**src/rtl/board_move_writer.sv**
```systemverilog
// Tic-tac-toe move writer: validates player moves, builds the 18-bit board word and latches the result.
// Optional per-turn timeout (timeout_pulse port, TIMEOUT_CYCLES parameter) is enabled by defining MOVE_TIMEOUT_EN.
module board_move_writer #(
    parameter bit FIRST_X = 1'b1
`ifdef MOVE_TIMEOUT_EN
    ,
    parameter int unsigned TIMEOUT_CYCLES = 500000000
`endif
) (
    input  logic        clk,
    input  logic        rst,
    input  logic        new_game,
    input  logic        move_valid,
    input  logic [3:0]  move_pos,
    input  logic        X_win,
    input  logic        O_win,
    input  logic        tie,
    output logic [17:0] board_out,
    output logic        move_ready,
    output logic        turn_x,
    output logic        move_accept,
    output logic        move_reject,
    output logic [3:0]  move_count,
    output logic        game_over,
`ifdef MOVE_TIMEOUT_EN
    output logic        timeout_pulse,
`endif
    output logic [1:0]  result
);

    typedef enum logic [1:0] {
        PLAY  = 2'd0,
        CHECK = 2'd1,
        OVER  = 2'd2
    } state_e;

    state_e      state_q, state_d;
    logic [17:0] board_q, board_d;
    logic [3:0]  count_q, count_d;
    logic        turn_x_q, turn_x_d;
    logic        accept_q, accept_d;
    logic        reject_q, reject_d;
    logic [1:0]  result_q, result_d;
    logic [15:0] occupied;
    logic [1:0]  piece;

`ifdef MOVE_TIMEOUT_EN
    localparam int unsigned TW = (TIMEOUT_CYCLES > 2) ? $clog2(TIMEOUT_CYCLES) : 1;
    logic [TW-1:0] tcnt_q, tcnt_d;
    logic          tpulse_q, tpulse_d;
`endif

    // Positions 9-15 read as occupied so a single lookup covers both illegal-move cases.
    always_comb begin
        occupied = '1;
        for (int k = 0; k < 9; k++) begin
            occupied[k] = board_q[17-2*k];
        end
    end

    always_comb begin
        // NOTE: every signal gets a default before the case so no path leaves it unassigned (no latches).
        state_d  = state_q;
        board_d  = board_q;
        count_d  = count_q;
        turn_x_d = turn_x_q;
        result_d = result_q;
        accept_d = 1'b0;
        reject_d = 1'b0;
        piece    = turn_x_q ? 2'b11 : 2'b10;
`ifdef MOVE_TIMEOUT_EN
        tcnt_d   = tcnt_q;
        tpulse_d = 1'b0;
`endif

        unique case (state_q)
            PLAY: begin
                if (move_valid && !occupied[move_pos]) begin
                    for (int k = 0; k < 9; k++) begin
                        if (move_pos == 4'(k)) begin
                            board_d[17-2*k -: 2] = piece;
                        end
                    end
                    count_d  = (count_q == 4'd9) ? count_q : count_q + 4'd1;
                    accept_d = 1'b1;
                    state_d  = CHECK;
                end else begin
                    reject_d = move_valid;
`ifdef MOVE_TIMEOUT_EN
                    if (tcnt_q == TW'(TIMEOUT_CYCLES - 1)) begin
                        turn_x_d = !turn_x_q;
                        tcnt_d   = '0;
                        tpulse_d = 1'b1;
                    end else begin
                        tcnt_d = tcnt_q + TW'(1);
                    end
`endif
                end
            end
            CHECK: begin
                state_d = OVER;
                // A full board with no win flagged is a tie even if the checker stays silent.
                if (X_win) begin
                    result_d = 2'b01;
                end else if (O_win) begin
                    result_d = 2'b10;
                end else if (tie || count_q == 4'd9) begin
                    result_d = 2'b11;
                end else begin
                    turn_x_d = !turn_x_q;
                    state_d  = PLAY;
`ifdef MOVE_TIMEOUT_EN
                    tcnt_d   = '0;
`endif
                end
            end
            OVER: begin
            end
            default: state_d = PLAY;
        endcase

        if (new_game) begin
            state_d  = PLAY;
            board_d  = '0;
            count_d  = '0;
            turn_x_d = FIRST_X;
            result_d = 2'b00;
            accept_d = 1'b0;
            reject_d = 1'b0;
`ifdef MOVE_TIMEOUT_EN
            tcnt_d   = '0;
            tpulse_d = 1'b0;
`endif
        end
    end

    // NOTE: state registers use non-blocking assignments so all flops update together at the edge.
    always_ff @(posedge clk) begin
        if (rst) begin
            state_q  <= PLAY;
            board_q  <= '0;
            count_q  <= '0;
            turn_x_q <= FIRST_X;
            result_q <= 2'b00;
            accept_q <= 1'b0;
            reject_q <= 1'b0;
`ifdef MOVE_TIMEOUT_EN
            tcnt_q   <= '0;
            tpulse_q <= 1'b0;
`endif
        end else begin
            state_q  <= state_d;
            board_q  <= board_d;
            count_q  <= count_d;
            turn_x_q <= turn_x_d;
            result_q <= result_d;
            accept_q <= accept_d;
            reject_q <= reject_d;
`ifdef MOVE_TIMEOUT_EN
            tcnt_q   <= tcnt_d;
            tpulse_q <= tpulse_d;
`endif
        end
    end

    assign board_out   = board_q;
    assign move_ready  = (state_q == PLAY);
    assign game_over   = (state_q == OVER);
    assign turn_x      = turn_x_q;
    assign move_accept = accept_q;
    assign move_reject = reject_q;
    assign move_count  = count_q;
    assign result      = result_q;
`ifdef MOVE_TIMEOUT_EN
    assign timeout_pulse = tpulse_q;
`endif

endmodule

```
**config.mk**
```make
export PLATFORM = sky130hd
export DESIGN_NAME = board_move_writer
export DESIGN_NICKNAME = d
export VERILOG_FILES = /design/src/rtl/board_move_writer.sv
export SDC_FILE = /design/constraint.sdc
export NUM_CORES = 1
export LEC_CHECK = 0
export CAP_MARGIN = 25
export CORE_ASPECT_RATIO = 1.4
export CORE_MARGIN = 4
export CORE_UTILIZATION = 45
export CTS_BUF_LIST = sky130_fd_sc_hd__clkbuf_16
export DETAILED_ROUTE_END_ITERATION = 16
export PLACE_DENSITY_LB_ADDON = 0.25
export SLEW_MARGIN = 20
export SYNTH_ARGS = -nofsm -noshare
export SYNTH_HDL_FRONTEND = slang
export SYNTH_SLANG_ARGS = --single-unit
```
**constraint.sdc**
```tcl
create_clock -name clk -period 2.5 [get_ports clk]
set_input_delay 0.5 -clock clk [delete_from_list [all_inputs] [get_ports clk]]
set_output_delay 0.5 -clock clk [all_outputs]
set_load 0.01 [all_outputs]
```
## After elaboration in Yosys (flattened, before gate mapping)

Cells that the tools add are included.

| operators by class | value |
|---|---|
| muxes and demuxes | 12 |
| bitwise gates (word level) | 6 |
| magnitude comparators | 1 |
| add/subtract/negate cells | 1 |
| div/mod/pow operators | 0 |
| multipliers | 0 |
| shift-type cells | 0 |
| reduce and logical (&&, ||, !) cells | 23 |
| eq/ne operators | 12 |

Operators by type and width:

| operator | count |
|---|---|
| AND reduction 3 bit | 10 |
| == test 4 x 3 -> 1 bit (second input constant) | 4 |
| 2-to-1 mux 2 bit | 7 |
| == test 4 x 2 -> 1 bit (second input constant) | 2 |
| == test 4 bit (second input constant) | 2 |
| NOT 1 bit | 6 |
| one-hot mux 2 bit (3 select lines) | 1 |
| less-than comparator 4 x 5 -> 1 bit (second input constant) | 1 |
| adder 4 x 1 -> 4 bit (second input constant) | 1 |
| binary-select mux 1 bit (select 4 bit) | 1 |
| == test 4 x 1 -> 1 bit (second input constant) | 1 |
| logical NOT 4 bit | 1 |
| AND reduction 2 bit | 2 |
| AND reduction 4 bit | 1 |
| OR reduction 4 bit | 1 |
| 2-to-1 mux 1 bit | 3 |
| nonzero test 3 bit | 1 |
| OR reduction 3 bit | 1 |
| == test 2 x 1 -> 1 bit (second input constant) | 1 |
| == test 2 bit (second input constant) | 1 |
| logical NOT 1 bit | 2 |
| logical NOT 2 bit | 1 |
| inequality test 2 x 1 -> 1 bit (second input constant) | 1 |
| OR reduction 2 bit | 1 |
| other kinds (2) | 2 |

| storage, ports and cells | value |
|---|---|
| input port bits | 11 |
| output and inout port bits | 29 |
| memories kept | 0 |
| bits in read-only memories | 0 |
| RAM bits | 0 |
| register bits after elaboration | 29 |
| bits in latches | 0 |

## Longest topological paths before layout

Gate-level depths: netlist of the first run.

| depth | value |
|---|---|
| word-level depth | 6 |
| gate-level depth with buffers | 6 |
| depth with buffers taken out | 6 |

## Worst setup path before layout of the first run

No wires, ideal clock.

| path | value |
|---|---|
| kind | input to register |
| start | in move_pos[0] |
| end | reg board_q[6] (netlist: board_out[6]) |
| setup time | 0.128 ns |
| arrival | 1.793 ns |
| buffers on the path | 1 |
| stages | 5 |
| data required time | 2.372 ns |
| setup slack | 0.580 ns |
| path through | buf_6 -> mux4_2 -> nor4b_2 -> mux2i_1 -> nor2_2 |

| on the way | value |
|---|---|
| cells in the longest elaborated chain, start to end | 5 |
| elaborated cells on any way between the ends | 6 |
| those cells by class | eq/ne: 1; mux: 2; reduce/logical: 3 |

RTL lines:

| item | line | RTL |
|---|---|---|
| start, declared | 14 | `input logic [3:0] move_pos,` |
| binary-select mux 1 bit (select 4 bit) | 78 | `if (move_valid && !occupied[move_pos]) begin` |
| 2-to-1 mux 1 bit (implied by the code) | 78 |  |
| logical NOT 1 bit | 78 |  |
| logical AND 1 bit | 78 |  |
| AND reduction 3 bit (no source line) (*) | n/a |  |
| end signal, assigned | 153 | `board_q <= board_d;` |
| end, declared | 38 | `logic [17:0] board_q, board_d;` |

Mark *: on every way between the ends. The rest lies on a longest branch, timed or not. The select of a mux whose other input is x is not followed.
A chain may end at the register's enable or synchronous reset.

## Worst setup path in the final report of the first run

| path | value |
|---|---|
| start | in move_pos[0] |
| end | reg count_q[1] (netlist: move_count[1]) |

| on the way | value |
|---|---|
| cells in the longest elaborated chain, start to end | 5 |

RTL lines:

| item | line | RTL |
|---|---|---|
| binary-select mux 1 bit (select 4 bit) | 78 |  |
| 2-to-1 mux 1 bit (implied by the code) | 78 |  |
| logical NOT 1 bit | 78 |  |
| logical AND 1 bit | 78 |  |
| AND reduction 3 bit (no source line) | n/a |  |
| end signal, assigned | 154 | `count_q <= count_d;` |
| end, declared | 39 | `logic [3:0] count_q, count_d;` |

No other way between the ends. The select of a mux whose other input is x is not followed.

==> results of run 1 <==
## routing by layer
metal | track usage | up-vias | share of wire
met5 | 0 | - | 0
li1 | - | 587 | -
met2 | 0.3026 | 30 | 0.51
met3 | 0.06288 | 7 | 0.060
met1 | 0.2025 | 541 | 0.40
met4 | 0.1108 | 0 | 0.024
## registers in the layout, summed over array words and instances, names as in the netlist
signal and flops:
move_accept 1, move_count 4, board_out 18, turn_x 1, move_reject 1, state_q 2
result 2
## power by group through the flow
stage	sequential, mW	combinational [mW]	clock [mW]
2_1_floorplan	0.484	0.0593	0
3_3_place_gp	0.483	0.109	0
3_5_place_dp	0.483	0.111	0
4_1_cts	0.474	0.112	0.544
5_1_grt	0.474	0.122	0.571
6_report	0.474	0.112	0.534
## cells by family (layout without fill, tap and decap cells)
kind of cell | after synthesis | in the layout | share of synthesized area
mux | 16 | 16 | 0.1359
fa+ha+maj | 2 | 2 | 0.01800
simple gates | 61 | 61 | 0.2637
compound gates | 18 | 18 | 0.1179
buf+inv | 12 | 59 | 0.04050
xor+xnor | 1 | 1 | 0.006302
flops | 29 | 29 | 0.4176
## how the worst max path moves through the flow
stage,startpoint,to
after floorplan,move_pos[0],board_out[6]$_SDFFE_PP0P_
after global placement,move_pos[0],move_count[1]$_SDFFE_PP0P_
after detailed placement,move_pos[0],move_count[2]$_SDFFE_PP0P_
after CTS,move_pos[0],move_count[2]$_SDFFE_PP0P_
after global routing,move_pos[0],move_count[1]$_SDFFE_PP0P_
final,move_pos[0],move_count[1]$_SDFFE_PP0P_
## final cells by class
type / instances / area (um2) / area share
inverter: 5 / 18.77 / 0.009470
timing repair buffer: 47 / 450.4 / 0.2273
tap: 37 / 46.29 / 0.02336
sequential: 29 / 580.6 / 0.2929
multi-input combinational: 98 / 753.2 / 0.3801
clock inverter: 2 / 7.507 / 0.003788
clock buffer: 5 / 125.1 / 0.06313
## through the flow
step	cells	cell area, um2	TNS (ns)
after floorplan	139	1390	0
after global placement	216	1849	-0.3165
after detailed placement	216	1849	-0.6176
after CTS	223	1982	0
after global routing	223	1982	0
final	223	1982	0
## layout by cell type, fill, tap and decap left out, drive strengths merged, types with 5 or more instances in the layout
| master | netlist | routed |
|---|---|---|
| clkdlybuf4s50 | 0 | 39 |
| dfxtp | 29 | 29 |
| nor2 | 23 | 23 |
| mux2i | 14 | 14 |
| nand2 | 11 | 11 |
| buf | 3 | 8 |
| a211oi | 7 | 7 |
| inv | 5 | 6 |
| clkbuf | 4 | 5 |
## tightest hold or removal path: stages (launching register included)
cell and delay [ns]:
dfxtp_1 0.30, nand2_1 0.05, mux2i_1 0.06
==> metrics.md, run 1 <==
| Metric | Value |
|---|---|
| Total power | `about 1.1 mW` |
| Worst reg2reg startpoint | `state_q[1]$_SDFFE_PP0P_` |
| Sw power | `0.2405 mW` |
| DIE HEIGHT | `around 74 um` |
| CP Max Fanout | `7` |
| Worst path cell trace | `clkdlybuf4s50_1 -> mux4_1 -> or2_0 -> a21o_1 -> a211oi_2` |
| Status | `completed` |
| Number of global-route vias before repair | `around 1200` |
| Worst path max stage delay | `around 0.61 ns` |
| Tot GR Track Use | `0.1864` |
| Initial antenna violation count | `0` |
| Vias per std cell | `about 5.2` |
| Hold_sp | `board_out[14]$_SDFFE_PP0P_` |
| Vias | `1165` |
| CTS Buf Count | `5` |
| Post-synth cell types | `42` |
| Worst R2R Setup Slack | `between 0.7 and 0.8 ns` |
| Pleak | `0.7132 nW` |
| Buffers on Ports | `39` |
| Wirelength per Cell | `14.10 um` |
| Setup CP Type | `in2reg` |
| Clock H-tree levels | `2` |
| Starting utilization of the core area | `0.4783` |
| CP Depth | `5` |
| Routed WL | `3144 um` |
| Pre-CTS setup slack | `-0.1325 ns` |
| CTS resizes | `0` |
| Setup Skew | `0.003367 ns` |
| Layout Nets | `about 200` |
| Final Wtd Congestion | `0.7815` |
| Logic gate share of total power | `0.100` |
| Post-synth top flop | `dfxtp_1` |
| Max-cap violations | `0` |
| WHS | `roughly 0.46 ns` |
| Fillers | `234` |
| Worst rel slew slack | `0.6610` |
| Sw Ratio | `0.2148` |
| Worst path slowest cell | `clkdlybuf4s50_1` |
| Unrepaired setup endpoints after global routing | `false` |
| Fin util | `0.6819` |
| Hold WC Path Type | `reg2reg` |
| CTS Hold Bufs | `0` |
| Int Power | `0.8791 mW` |
| Die width | `between 50 and 60 um` |
| Pin count of the biggest net entering global routing | `17` |
| Cell Pwr Density | `564.9 nW/um2` |
| Iter 0 DRT Violations | `34` |
| Num ports | `40` |
| Syn_nets | `152` |
| Full die area | `4055 um2` |
| Share of cells above drive strength 1 | `0.1774` |
| Synth top cells by count | `dfxtp_1, nor2_1, mux2i_1, nand2_1, nor2_2` |
| Worst setup SP type | `input port` |
| Worst reg2reg endpoint | `board_out[10]$_SDFFE_PP0P_` |
| Sink Count | `29` |
| Mapped Avg Cell Area | `between 10 and 15 um2` |
| Post-Syn Area | `1390 um2` |
| Core area | `2907 um2` |
| Post-DP HPWL | `2393 um` |
| EDFF count, synth | `0` |
| Clock latency on the worst-skew pair | `0.27 ns` |
| Gate Count Post-Synth | `139` |
| Clk pwr share | `0.477` |
| R2R cell count | `4` |
| Crit share post-route | `0.9411` |
| Root Buffer | `clkbuf_16` |
| GRT overflow | `0` |
| Peak VDD IR | `a little under 0.0005 V` |
| DRT Pass-1 Iters | `4` |
| DR DRC count | `0` |
| Seq pwr share | `0.424` |
| Area Overhead vs Synth | `42.57%` |
| First-pass GRT wire length | `5333 um` |
| CP Data Arrival Time | `2.55 ns` |
| Endpoints failing hold | `0` |
| Slew @ Worst Pin | `around 0.5 ns` |
| Row cnt | `23` |
| Clk buf depth | `2` |
| Fin. max-slew vios | `0` |
| Yosys top cell area share | `0.4176` |
| Final setup margin | `~0.15 ns` |
| Setup violators final | `0` |
| CP endpoint kind | `flop` |
| CP top delay family | `buffers and inverters` |
| Yosys reg bits | `29` |
| CTS tree | `built` |
| Worst Path Buf+Inv | `1` |
| Sink of the worst hold path | `board_out[14]$_SDFFE_PP0P_` |
| Peak Freq | `approximately 430 MHz` |
| Critical Path RT | `2.69 ns` |
| Area contributors post-synth | `dfxtp_1, mux2i_1, nor2_1` |
| Reg clk slew, reported paths | `0.05 ns` |
| Share of flip-flops with an asynchronous set or reset | `0` |
| Sequential area share after synthesis | `0.4176` |
| Post-CTS setup buffer count | `0` |
| Synthesis warning total | `0` |
| Most frequent cell after synthesis | `dfxtp_1` |
| Antenna cells | `0` |
| Antenna-violating nets left | `0` |
| Hold depth | `2` |
| Area leader, netlist | `dfxtp_1` |
| Final Critical Period | `2.353 ns` |
Power figures use the tool's default switching activity.
==> run 2: changes to the inputs <==
Settings changed: ABC_AREA set to 1.
==> run 2 against run 1 <==
Final cell count up 27%. Worst setup slack better by 0.24 ns. First-iteration DRC count up 35%. Cell area up 1.1%. Sequential share of layout area down 0.33 points. Routed wire length up 4.2%. Non-clock buffer count down 6. Total power up 9.8%. Count of clock-buffer cells in the layout unchanged. Combinational power down 6%. Fmax up 11%. Critical endpoint is now board_out[10]$_SDFFE_PP0P_. Largest cell class unchanged. Highest routed layer unchanged.
==> metrics.md, run 2 <==
| Metric | Value |
|---|---|
| Fin util | `0.6762 (-0.005642)` |
| CTS Buf Count | `5 (unchanged)` |
| Antenna cells | `0 (unchanged)` |
| Fin. max-slew vios | `0 (unchanged)` |
| CTS Hold Bufs | `0 (unchanged)` |
| Wirelength per Cell | `11.53 um (-18%)` |
| DR DRC count | `0 (unchanged)` |
| Routed WL | `3275 um (+4.2%)` |
| Clk buf depth | `2 (unchanged)` |
| Yosys reg bits | `29 (unchanged)` |
| Status | `completed` |
| CP endpoint kind | `flop` |
| Full die area | `4141 um2 (+2.1%)` |
| Setup Skew | `0.003131 ns (-0.0002359 ns)` |
| Unrepaired setup endpoints after global routing | `false` |
| Worst R2R Setup Slack | `1.06 ns (+0.33 ns)` |
| Max FFs per register | `18 (unchanged)` |
| Row cnt | `23 (unchanged)` |
| Seq pwr share | `0.385 (-0.039)` |
| Number of global-route vias before repair | `1275 (+6.4%)` |
| Final Wtd Congestion | `0.8609 (+10%)` |
| Commonest non-fill, non-tap cell in the layout | `nor2_1` |
| Layout Nets | `259 (+30%)` |
| Vias | `1375 (+18%)` |
| Clock latency on the worst-skew pair | `0.27 ns (about the same)` |
| Antenna-violating nets left | `0 (unchanged)` |
| Syn_nets | `215 (+41%)` |
| Worst path cell trace | `clkdlybuf4s50_1 -> inv_4 -> nand2_1 -> nand2_1 -> nand2_1 -> nand2_1 -> nand2_1 -> nand3_2 -> nor2_8 -> nand3_1 -> nand2_1 -> nor2_1` |
| Post-CTS setup buffer count | `0 (unchanged)` |
| Post-synth cell types | `26 (-38%)` |
| Cell Pwr Density | `613.4 nW/um2 (+8.6%)` |
| Iter 0 DRT Violations | `46 (+35%)` |
| Worst path max stage delay | `0.71 ns (+0.10 ns)` |
| Hold WC Path Type | `reg2reg` |
| Root Buffer | `clkbuf_16` |
| WHS | `0.4643 ns (+0.0004990 ns)` |
| Die width | `55.54 um (+1.0%)` |
| Num ports | `40 (unchanged)` |
| Logic gate share of total power | `0.086 (-0.014)` |
| Worst rel slew slack | `0.6336 (-0.02740)` |
| Sw power | `0.2574 mW (+7.0%)` |
| DRT Pass-1 Iters | `4 (unchanged)` |
| Fin area | `2004 um2 (+1.1%)` |
| Mapped Avg Cell Area | `7.049 um2 (-30%)` |
| Area contributors post-synth | `dfxtp_1, nor2_1, nand2_1` |
| Worst path slowest cell | `clkdlybuf4s50_1` |
| Share of cells above drive strength 1 | `0.1053 (-0.07216)` |
| Post-synth top flop | `dfxtp_1` |
| Slew @ Worst Pin | `0.5490 ns (+0.04501 ns)` |
| Endpoints failing hold | `0 (unchanged)` |
| Most frequent cells in the layout | `nor2_1, clkdlybuf4s50_1, nand2_1` |
| Critical Path RT | `2.66 ns (-0.03 ns)` |
| Sw Ratio | `0.2093 (-0.005469)` |
| Yosys top cell area share | `0.4077 (-0.009909)` |
| CP top delay family | `simple AND/OR/NAND/NOR gates` |
| Synth top cells by count | `nor2_1, nand2_1, dfxtp_1, inv_1, nand3_1` |
| Final setup margin | `0.3863 ns (+0.2391 ns)` |
| CTS resizes | `0 (unchanged)` |
| EDFF count, synth | `0 (unchanged)` |
| Initial antenna violation count | `0 (unchanged)` |
| Share of flip-flops with an asynchronous set or reset | `0 (unchanged)` |
| Synthesis warning total | `0 (unchanged)` |
| Area leader, netlist | `dfxtp_1` |
| Clock H-tree levels | `2 (unchanged)` |
| CP Max Fanout | `18 (+11)` |
| Peak VDD IR | `0.0005907 V (+19%)` |
| Worst setup SP type | `input port` |
| Starting utilization of the core area | `0.4804 (+0.002111)` |
| Core area | `2964 um2 (+2.0%)` |
| Int Power | `0.9721 mW (+11%)` |
| Fin Setup TNS | `0 ns (unchanged)` |
| Most frequent cell after synthesis | `nor2_1` |
| Cell repeated most along the worst path | `nand2_1` |
| Post-Syn Area | `1424 um2 (+2.4%)` |
| DIE HEIGHT | `74.56 um (+1.1%)` |
| Vias per std cell | `4.842 (-7.3%)` |
| Clk pwr share | `0.530 (+0.053)` |
| Tot GR Track Use | `0.1659 (-0.02049)` |
| Setup CP Type | `in2reg` |
| Max-cap violations | `0 (unchanged)` |
| Sink Count | `29 (unchanged)` |
| Reg clk slew, reported paths | `0.05 ns (about the same)` |
| Post-DP HPWL | `2391 um (about the same)` |
| Setup violators final | `0 (unchanged)` |
| Pleak | `0.8005 nW (+12%)` |
| Peak Freq | `473.1 MHz (+11%)` |
| First-pass GRT wire length | `5361 um (+0.53%)` |
| Area Overhead vs Synth | `40.77%` |
| CP Data Arrival Time | `2.28 ns (-0.27 ns)` |
| DP Area | `1842 um2 (-0.41%)` |
| Buffers on Ports | `39 (unchanged)` |
| Pin count of the biggest net entering global routing | `19 (+2)` |
| Final Critical Period | `2.114 ns (-0.2391 ns)` |
| Gate Count Post-Synth | `202 (+45%)` |
| GRT overflow | `0 (unchanged)` |
| Worst Path Buf+Inv | `2 (+1)` |
| Crit share post-route | `0.8455 (-0.09565)` |
| Pre-CTS setup slack | `0.1855 ns (+0.3180 ns)` |
| CTS tree | `built` |
| Sequential area share after synthesis | `0.4077 (-0.009909)` |
run 2: stage by stage:
step / power, mW / std cells
2_1_floorplan: 0.5474 / 202
3_3_place_gp: 0.5851 / 276
3_5_place_dp: 0.5859 / 276
4_1_cts: 1.241 / 284
5_1_grt: 1.271 / 284
6_report: 1.229 / 284
run 2: cells by family after synthesis:
group                      synth area share
and+or+nand+nor                      0.3928
buffers and inverters               0.09930
DFF                                  0.4077
AOI/OAI and AO/OA                   0.07030
xor gates and xnor gates            0.01230
adders and majority gates           0.01757
run 2: power groups by stage:
stage	clock [mW]	sequential, mW	combinational (mW)
after floorplan	0	0.483	0.0645
after global placement	0	0.482	0.104
after detailed placement	0	0.482	0.104
after CTS	0.663	0.473	0.105
after global routing	0.682	0.473	0.116
final	0.651	0.473	0.105
run 2: path summary, 6_finish.rpt:
kind	start	to	cells after the start
worst min register to register	board_out[14]$_SDFFE_PP0P_	board_out[14]$_SDFFE_PP0P_	2
worst min-delay path	board_out[14]$_SDFFE_PP0P_	board_out[14]$_SDFFE_PP0P_	2
worst max-delay path	move_pos[0]	board_out[10]$_SDFFE_PP0P_	12
worst max register to register	board_out[11]$_SDFFE_PP0P_	board_out[10]$_SDFFE_PP0P_	10
run 2: area by class of cell:
cell class / count / area [um2]
inverters: 28 / 107.6
fillers: 254 / 959.7
repair buffers: 41 / 405.4
flip-flops and latches: 29 / 580.6
clock inverters: 3 / 37.54
multi-input cells: 141 / 701.9
well taps: 37 / 46.29
clock buffers: 5 / 125.1
run 2: metal layers:
layer | GRT usage | up-vias | part of all wire
met5 | 0 | - | 0
met1 | 0.1775 | 591 | 0.43
met2 | 0.3000 | 54 | 0.48
met3 | 0.05382 | 11 | 0.060
met4 | 0.07297 | 0 | 0.025
li1 | - | 719 | -
run 2: worst min-delay path, stage by stage (launching register included):
cell,delay [ns]
dfxtp_1,0.30
nand2_1,0.06
a21oi_1,0.05
==> run 3: changes to the inputs <==
Clock period 2.5 ns to 2.2 ns, I/O delays scaled along.
==> run 3 against run 2 <==
Register-to-register slack worse by 0.30 ns. Core utilization is 0.42 points lower. Sequential cell count unchanged. First-iteration DRC count decreased by 26%. Clock skew is 0.0015 ns higher. Sequential power rose by 14%.
==> metrics.md, run 3 (same netlist as run 2, synthesis figures left out) <==
| Metric | Value |
|---|---|
| Antenna-violating nets left | `0 (unchanged)` |
| Sw Ratio | `0.2378 (+0.02844)` |
| Clock H-tree levels | `2 (unchanged)` |
| Worst reg2reg startpoint | `move_count[1]$_SDFFE_PP0P_` |
| CP top delay family | `simple AND/OR/NAND/NOR gates` |
| Peak VDD IR | `0.0005667 V (-4.1%)` |
| Worst reg2reg endpoint | `result[0]$_SDFFE_PP0P_` |
| Post-CTS setup buffer count | `0 (unchanged)` |
| Root Buffer | `clkbuf_16` |
| Cell Pwr Density | `655.3 nW/um2 (+6.8%)` |
| CTS Buf Count | `5 (unchanged)` |
| Status | `completed` |
| CP Max Fanout | `18 (unchanged)` |
| Seq pwr share | `0.411 (+0.026)` |
| CP Depth | `13 (+1)` |
| Share of cells above drive strength 1 | `0.1169 (+0.01167)` |
| Clk buf depth | `2 (unchanged)` |
| Critical Path RT | `2.37 ns (-0.29 ns)` |
| Slew @ Worst Pin | `0.5389 ns (-0.01011 ns)` |
| Setup CP Type | `in2reg` |
| Sink Count | `29 (unchanged)` |
| Wirelength per Cell | `11.83 um (+2.6%)` |
| Sw power | `0.3104 mW (+21%)` |
| Worst path cell trace | `clkdlybuf4s50_1 -> buf_4 -> inv_4 -> nand2_1 -> nand2_1 -> nand2_1 -> nand2_1 -> nand2_1 -> nand3_2 -> nor2_8 -> nand3_1 -> nand2_1 -> nor2_1` |
| Critical path capture point | `board_out[6]$_SDFFE_PP0P_` |
| DR DRC count | `0 (unchanged)` |
| Setup violators final | `0 (unchanged)` |
| Antenna cells | `0 (unchanged)` |
| CP Data Arrival Time | `2.05 ns (-0.23 ns)` |
| Full die area | `4141 um2 (unchanged)` |
| Iter 0 DRT Violations | `34 (-26%)` |
| R2R cell count | `8 (-2)` |
| Worst R2R Setup Slack | `0.76 ns (-0.30 ns)` |
| Layout Nets | `260 (+0.39%)` |
| Cell repeated most along the worst path | `nand2_1` |
| Unrepaired setup endpoints after global routing | `false` |
| Reg clk slew, reported paths | `0.05 ns (about the same)` |
| Tot GR Track Use | `0.1853 (+0.01947)` |
| Commonest non-fill, non-tap cell in the layout | `nor2_1` |
| DRT Pass-1 Iters | `4 (unchanged)` |
| Starting utilization of the core area | `0.4804 (unchanged)` |
| CTS tree | `built` |
| Fin. max-slew vios | `0 (unchanged)` |
| Worst Path Buf+Inv | `3 (+1)` |
| Hold WC Path Type | `reg2reg` |
| Worst path max stage delay | `0.45 ns (-0.26 ns)` |
| Max-cap violations | `0 (unchanged)` |
| CTS Hold Bufs | `0 (unchanged)` |
| Initial antenna violation count | `0 (unchanged)` |
| Worst path slowest cell | `clkdlybuf4s50_1` |
| Post-DP HPWL | `2421 um (+1.2%)` |
| Worst setup SP type | `input port` |
| Number of global-route vias before repair | `1348 (+5.7%)` |
| WHS | `0.4623 ns (-0.002004 ns)` |
| CP endpoint kind | `flop` |
| Buffers on Ports | `39 (unchanged)` |
| Area Overhead vs Synth | `39.89%` |
| Crit share post-route | `0.8562` |
| First-pass GRT wire length | `5920 um (+10%)` |
| Setup Skew | `0.004669 ns (+0.001538 ns)` |
| Core area | `2964 um2 (unchanged)` |
| Endpoints failing hold | `0 (unchanged)` |
| Clk pwr share | `0.496 (-0.034)` |
| CP startpoint | `move_pos[0]` |
| Routed WL | `3371 um (+2.9%)` |
| Num ports | `40 (unchanged)` |
| Fillers | `258 (+1.6%)` |
| Fin Setup TNS | `0 ns (unchanged)` |
| Pre-CTS setup slack | `0.04396 ns (-0.1415 ns)` |
| DIE HEIGHT | `74.56 um (unchanged)` |
| Fin cells | `285 (+0.35%)` |
| Logic gate share of total power | `0.093 (+0.007)` |
| Pleak | `0.7923 nW (-1.0%)` |
| Final setup margin | `0.3165 ns (-0.06986 ns)` |
| Row cnt | `23 (unchanged)` |
| Final Wtd Congestion | `0.8549 (-0.70%)` |
| Worst rel slew slack | `0.6404 (+0.006748)` |
| Vias | `1384 (+0.65%)` |
| Max FFs per register | `18 (unchanged)` |
| Vias per std cell | `4.856 (+0.30%)` |
| CTS resizes | `0 (unchanged)` |
| Most frequent cells in the layout | `nor2_1, clkdlybuf4s50_1, nand2_1` |
| Peak Freq | `530.9 MHz` |
| Clock latency on the worst-skew pair | `0.28 ns (about the same)` |
| Die width | `55.54 um (unchanged)` |
| Placed cells | `277 (+0.36%)` |
| Final Critical Period | `approximately 1.9 ns` |
| Pin count of the biggest net entering global routing | `19 (unchanged)` |
| GRT overflow | `0 (unchanged)` |
| Int Power | `0.9950 mW (+2.4%)` |
## run 3: cell types whose count changed in the layout (fill, tap and decap cells not counted), sizes merged
cell      change
bufinv        -1
inv           -1
clkinv        +1
clkinvlp      +1
buf           +1
## run 3: tightest hold or removal path, stage by stage, from the launching register on
cell and delay (ns):
dfxtp_1 0.30, nand2_1 0.06, a21oi_1 0.05
## run 3: routing by layer
metal  vias up  share of wire  global-route usage
li1        723              -                   -
met1       612           0.42              0.1904
met2        40           0.51              0.3421
met3         9          0.049             0.05208
met4         0          0.025              0.1000
met5         -              0                   0
## run 3: layout make-up
type | count | area, um2 | share of cell area
clock buffer | 5 | 125.1 | 0.06281
clock inverter | 3 | 17.52 | 0.008794
inverter | 28 | 107.6 | 0.05402
multi-input combinational | 141 | 701.9 | 0.3524
sequential | 29 | 580.6 | 0.2915
tap | 37 | 46.29 | 0.02324
timing repair buffer | 42 | 412.9 | 0.2073
## run 3: per-stage QoR
stage               area (um2)    util  power [mW]
floorplan                 1424       -      0.6221
global placement          1849  0.6239      0.6667
detailed placement        1849  0.6239      0.6679
CTS                       1992  0.6720       1.316
global route              1992  0.6720       1.360
finish                    1992  0.6720       1.305
## run 3: worst min-delay path by stage
| stage | slack (ns) | end | startpoint | cells after the start |
|---|---|---|---|---|
| after floorplan | 0.48 | board_out[14]$_SDFFE_PP0P_ | board_out[14]$_SDFFE_PP0P_ | 2 |
| after global placement | 0.45 | board_out[14]$_SDFFE_PP0P_ | board_out[14]$_SDFFE_PP0P_ | 2 |
| after detailed placement | 0.46 | board_out[14]$_SDFFE_PP0P_ | board_out[14]$_SDFFE_PP0P_ | 2 |
| after CTS | 0.46 | board_out[14]$_SDFFE_PP0P_ | board_out[14]$_SDFFE_PP0P_ | 2 |
| after global routing | 0.49 | result[1]$_SDFFE_PP0P_ | result[1]$_SDFFE_PP0P_ | 2 |
| final | 0.46 | board_out[14]$_SDFFE_PP0P_ | board_out[14]$_SDFFE_PP0P_ | 2 |
## run 3: power by group through the flow
stage / logic [mW] / clock network, mW / registers, mW
after global routing: 0.135 / 0.689 / 0.537
after detailed placement: 0.121 / 0 / 0.547
after floorplan: 0.0732 / 0 / 0.549
after global placement: 0.120 / 0 / 0.547
final: 0.121 / 0.648 / 0.537
after CTS: 0.122 / 0.658 / 0.536
